--- src/rtl/sinc_avg_fifo.sv ---
// Block averager behind the sinc2 decimator: sums 2**AVG_LOG2 accepted samples, pushes the
// truncated mean into a first-word-fall-through FIFO drained by a valid/ready consumer.
module sinc_avg_fifo #(
  parameter int DW         = 16,
  parameter int AVG_LOG2   = 2,
  parameter int DEPTH_LOG2 = 3
) (
  input  logic                  clk_fs,
  input  logic                  rst,
  input  logic                  en,
  input  logic [DW-1:0]         din,
  input  logic                  din_vld,
  output logic [DW-1:0]         dout,
  output logic                  dout_vld,
  input  logic                  dout_rdy,
  output logic [DEPTH_LOG2:0]   level,
  output logic                  ovf,
  input  logic                  ovf_clr
);

  localparam int AW    = DW + AVG_LOG2;
  localparam int CW    = (AVG_LOG2 > 0) ? AVG_LOG2 : 1;
  localparam int DEPTH = 1 << DEPTH_LOG2;
  localparam logic [CW-1:0]         CNT_LAST = CW'((1 << AVG_LOG2) - 1);
  localparam logic [DEPTH_LOG2:0]   LVL_FULL = (DEPTH_LOG2 + 1)'(DEPTH);

  logic [AW-1:0]         acc;
  logic [AW-1:0]         sum;
  logic [CW-1:0]         cnt;
  logic [DW-1:0]         result;
  logic                  last;
  logic                  push;
  logic                  pop;
  logic                  full;
  logic                  wr_en;
  logic [DW-1:0]         mem [DEPTH];
  logic [DEPTH_LOG2-1:0] rd_ptr;
  logic [DEPTH_LOG2-1:0] wr_ptr;

  // NOTE: every signal driven here gets a value on every path, so no latch is inferred.
  always_comb begin
    sum      = acc + AW'(din);
    result   = DW'(sum >> AVG_LOG2);
    last     = (cnt == CNT_LAST);
    push     = en & din_vld & last;
    dout_vld = (level != '0);
    pop      = dout_vld & dout_rdy;
    full     = (level == LVL_FULL);
    // A full FIFO still takes the push when the same edge frees a slot.
    wr_en    = push & (~full | pop);
    dout     = dout_vld ? mem[rd_ptr] : '0;
  end

  // NOTE: sequential state uses non-blocking assignments so all registers update from pre-edge values.
  always_ff @(posedge clk_fs) begin
    if (rst || !en) begin
      acc <= '0;
      cnt <= '0;
    end else if (din_vld) begin
      if (last) begin
        acc <= '0;
        cnt <= '0;
      end else begin
        acc <= sum;
        cnt <= cnt + 1'b1;
      end
    end
  end

  always_ff @(posedge clk_fs) begin
    if (rst) begin
      rd_ptr <= '0;
      wr_ptr <= '0;
      level  <= '0;
      ovf    <= 1'b0;
    end else begin
      if (wr_en) wr_ptr <= wr_ptr + 1'b1;
      if (pop)   rd_ptr <= rd_ptr + 1'b1;
      unique case ({wr_en, pop})
        2'b10:   level <= level + 1'b1;
        2'b01:   level <= level - 1'b1;
        default: level <= level;
      endcase
      if (push && full && !pop) ovf <= 1'b1;
      else if (ovf_clr)         ovf <= 1'b0;
    end
  end

  // NOTE: storage is left unreset; level gates dout, so stale words are never visible.
  always_ff @(posedge clk_fs) begin
    if (wr_en) mem[wr_ptr] <= result;
  end

endmodule

--- config.mk ---
export PLATFORM = sky130hd
export DESIGN_NAME = sinc_avg_fifo
export DESIGN_NICKNAME = d
export VERILOG_FILES = /design/src/rtl/sinc_avg_fifo.sv
export SDC_FILE = /design/constraint.sdc
export NUM_CORES = 1
export LEC_CHECK = 0
export ABC_AREA = 1
export CORE_MARGIN = 2
export CORE_UTILIZATION = 50
export CTS_CLUSTER_DIAMETER = 120
export DETAILED_ROUTE_END_ITERATION = 8
export HOLD_SLACK_MARGIN = 0.12
export PLACE_DENSITY = 0.69
export SLEW_MARGIN = 0
export SYNTH_ARGS = -nofsm -noshare
export SYNTH_HDL_FRONTEND = slang
export SYNTH_SLANG_ARGS = --single-unit
--- constraint.sdc ---
create_clock -name clk_fs -period 2.85 [get_ports clk_fs]
set_input_delay 0.4275 -clock clk_fs [delete_from_list [all_inputs] [get_ports clk_fs]]
set_output_delay 0.4275 -clock clk_fs [all_outputs]
set_load 0.03 [all_outputs]
==> summary.txt <==
Power and ir drop
  • Leakage: 3.24 nW
  • Seq pwr share: 37.2%
  • Internal: 4.72 mW
  • Clock power share: 28.9%
  • Switching portion of total power: 35.1%
  • Pwr/cell area: 841 nW/µm²
  • Comb pwr share: 33.9%
  • Maximum vdd ir drop: 0.436 mV
  • Net switching power: 2.55 mW
  • Tot Pwr: 7.26 mW

Layout
  • Fraction of layout cells with a size suffix above 1: 12.6%
  • Area grow syn2layout: 15.9%
  • Nets: 832
  • N_diodes: 0
  • Design Area, Final: 8640 µm²
  • Fill cells: 1195

Timing
  • Max Slew Vio Count: 0
  • Slew at the pin closest to its max-slew limit: 0.706 ns
  • Setup TNS Final: 0 ns
  • Final setup viols: 0
  • Final worst slack: 0.204 ns
  • WHS: 0.464 ns
  • RSZ-0062 raised after global routing: false
  • Fin crit share: 92.8%
  • Fmax: 378 MHz
  • Slew Limit Headroom: 52.8%
  • Layout Skew: 0.00870 ns
  • Fin crit period: 2.65 ns
  • Final Hold Viols: 0

Route
  • Vias per inst: 5.50
  • DRC Markers: 0
  • Post-DR wirelength/cell: 17.0 µm
  • Pre-antenna DRT Iters: 5
  • 1st-iter DRT viols: 457
  • ANT nets after route: 0
  • Vias post-DR: 5407
  • Final wirelength: 16800 µm

Yosys
  • Syn Inst Count: 732
  • XOR/XNOR Fraction of Synth Area: 1.16%
  • Fraction of registers with async set/reset: 0%
  • Mapped cell area: 7450 µm²
  • Post-synthesis adder-cell area fraction: 4.23%
  • EDFF count, synth: 128
  • Top post-synthesis cells by area: edfxtp_1 (52%), dfxtp_1 (9.1%), nor2_1 (6.2%), nand2_1 (5.2%), o21ai_0 (4.5%)
  • Synth cell types: 38
  • Mux cell area share after synthesis: 0%
  • Syn_area_per_cell: 10.2 µm²
  • Commonest register cell after synthesis: edfxtp_1
  • Cell taking the most area after synthesis: edfxtp_1
  • Post-Synth Simple-Gate Area: 17.5%
  • Sequential-to-total area share from yosys stat: 60.7%
  • Ys Warns: 0
  • Largest family of logic cells by synthesized area: simple AND/OR/NAND/NOR gates
  • Synth top area share: 51.6%
  • Compound-Gate Fraction of Synth Area: 12.0%
  • Post-synthesis register bit count: 162
  • Syn_nets: 778

Clock tree
  • # clock sinks: 162
  • Clock slew at the register clock pins of the worst setup and hold paths: 0.06 ns
  • H-tree levels: 4
  • Later-pin clock latency in the skew report: 0.42 ns
  • CTS Buffer Depth: 2
  • Clock Root Buffer: clkbuf_16
  • CTS tree: done
  • Cts-stage hold buffer count: 0
  • CTS resizes: 0
  • Post-CTS setup repair buffer count: 0
  • Cts bufs inserted: 17

Status
  • Status: finished, final reports clean

Placement
  • Post-Place Worst Slack: 0.138 ns
  • IO buf count: 43
  • Placement Cell Area: 8100 µm²
  • Gpl congestion: 0.918
  • Post-detail-place hpwl: 10500 µm

Die
  • Die area: 15900 µm²
  • CORE AREA: 14500 µm²
  • Starting Density: 51.3%
  • IO Count: 44
  • Vert. Die Dim: 126 µm
  • Std-Cell Rows: 44
  • Die X: 126 µm

Critical path
  • Crit path kind: register to output pin
  • Crit start category: register
  • CP endpoint kind: output pin
  • Worst path required time: 2.42 ns
  • Arrival time worst endpoint: 2.22 ns
  • Max Fanout on Critical Path: 9

Global route
  • Largest net degree at the start of global routing: 65
  • Initial antenna violation count: 0
  • First-pass GRT wire length: 27100 µm
  • Total GRT Usage: 22.0%
  • Vias in the first global route: 5432
  • Global route overflow: 0

Run
  • Max-cap viol count: 0

Worst hold path
  • Hold Crit Class: register to register
==> cell usage after synthesis (2+ instances only) <==
library cell and count:
a211oi_1 4, a21oi_1 32, a21oi_2 7, a31oi_1 16
and2_1 10, buf_2 11, clkbuf_1 15, dfxtp_1 34
edfxtp_1 128, fa_1 2, ha_1 22, inv_1 49
inv_2 3, nand2_1 103, nand2_2 12, nand3_1 13
nand3_2 9, nand3b_1 5, nor2_1 124, nor2_2 3
nor3_1 3, nor3b_1 4, o21ai_0 67, o21ai_1 20
o22ai_1 16, or2_1 2, xnor2_1 3, xor2_1 5
==> power groups by stage <==
stage | Sequential, mW | Clock (mW) | Combinational [mW]
after detailed placement | 2.75 | 0 | 2.47
after global placement | 2.75 | 0 | 2.42
after global routing | 2.71 | 2.22 | 2.71
after CTS | 2.70 | 2.12 | 2.48
final | 2.70 | 2.10 | 2.46
after floorplan | 2.78 | 0 | 1.63
==> path summary, 6_finish.rpt <==
path | end | slack, ns | from | cells past startpoint
worst max-delay path | dout[14] | 0.20 | level[1] | 8
worst min-delay path | ovf | 0.46 | ovf | 2
worst max register to register | level[3] | 0.45 | cnt[0] | 12
worst min register to register | ovf | 0.46 | ovf | 2
==> worst max-delay path: stages, from the launching register on <==
cell and delay (ns):
dfxtp_1 0.42, nor2_1 0.09, inv_1 0.07, nor3_2 0.05
inv_1 0.27, buf_4 0.26, o21ai_0 0.13, a31oi_1 0.28
buf_4 0.22
==> cells in the final DEF (no fill, tap or decap), types with 10 or more instances in the layout <==
cell type / instances
nand3_1: 13
nor2_1: 124
edfxtp_1: 128
clkdlybuf4s50_1: 27
o22ai_1: 16
o21ai_0: 67
inv_1: 49
nand2_2: 12
nand2_1: 103
buf_4: 36
a21oi_1: 32
a31oi_1: 16
dfxtp_1: 33
clkbuf_16: 17
o21ai_1: 20
and2_1: 10
ha_1: 22
==> kinds of logic after synthesis <==
| logic type | after synthesis |
|---|---|
| adder cells (fa/ha/maj) | 24 |
| buffers and inverters | 82 |
| AO/OA/AOI/OAI | 163 |
| flip-flops | 162 |
| XOR/XNOR | 9 |
| AND/OR/NAND/NOR | 292 |
==> per-stage QoR <==
stage          util (%)  std cells
6_report           59.4        983
5_1_grt            59.4        983
4_1_cts            59.4        983
3_5_place_dp       55.7        951
3_3_place_gp       55.7        951
2_1_floorplan         -        732
==> flip-flops by register name (all words and copies together), names as in the netlist, named ones only <==
name	count
level	4
ovf	1
acc	18
cnt	2
rd_ptr	3
mem	128
wr_ptr	3
==> routing by layer <==
| layer | vias up | wire, µm | GRT usage (%) | share of wire [%] |
|---|---|---|---|---|
| met4 | 0 | 298 | 8.08 | 1.8 |
| met1 | 2599 | 7260 | 28.0 | 43 |
| met2 | 148 | 8300 | 37.6 | 50 |
| li1 | 2635 | - | - | - |
| met3 | 25 | 894 | 3.99 | 5.3 |
| met5 | - | 0 | 0 | 0 |
==> cell type report <==
class                           count  area, µm²  share of cell area (%)
Clock buffer                       26        479                    5.55
Clock inverter                      6       58.8                   0.681
Inverter                           54        205                    2.38
Multi-Input combinational cell    488       2600                    30.1
Sequential cell                   162       4530                    52.4
Tap cell                          184        230                    2.66
Timing Repair Buffer               63        541                    6.26
(Power assumes the default switching activity.)
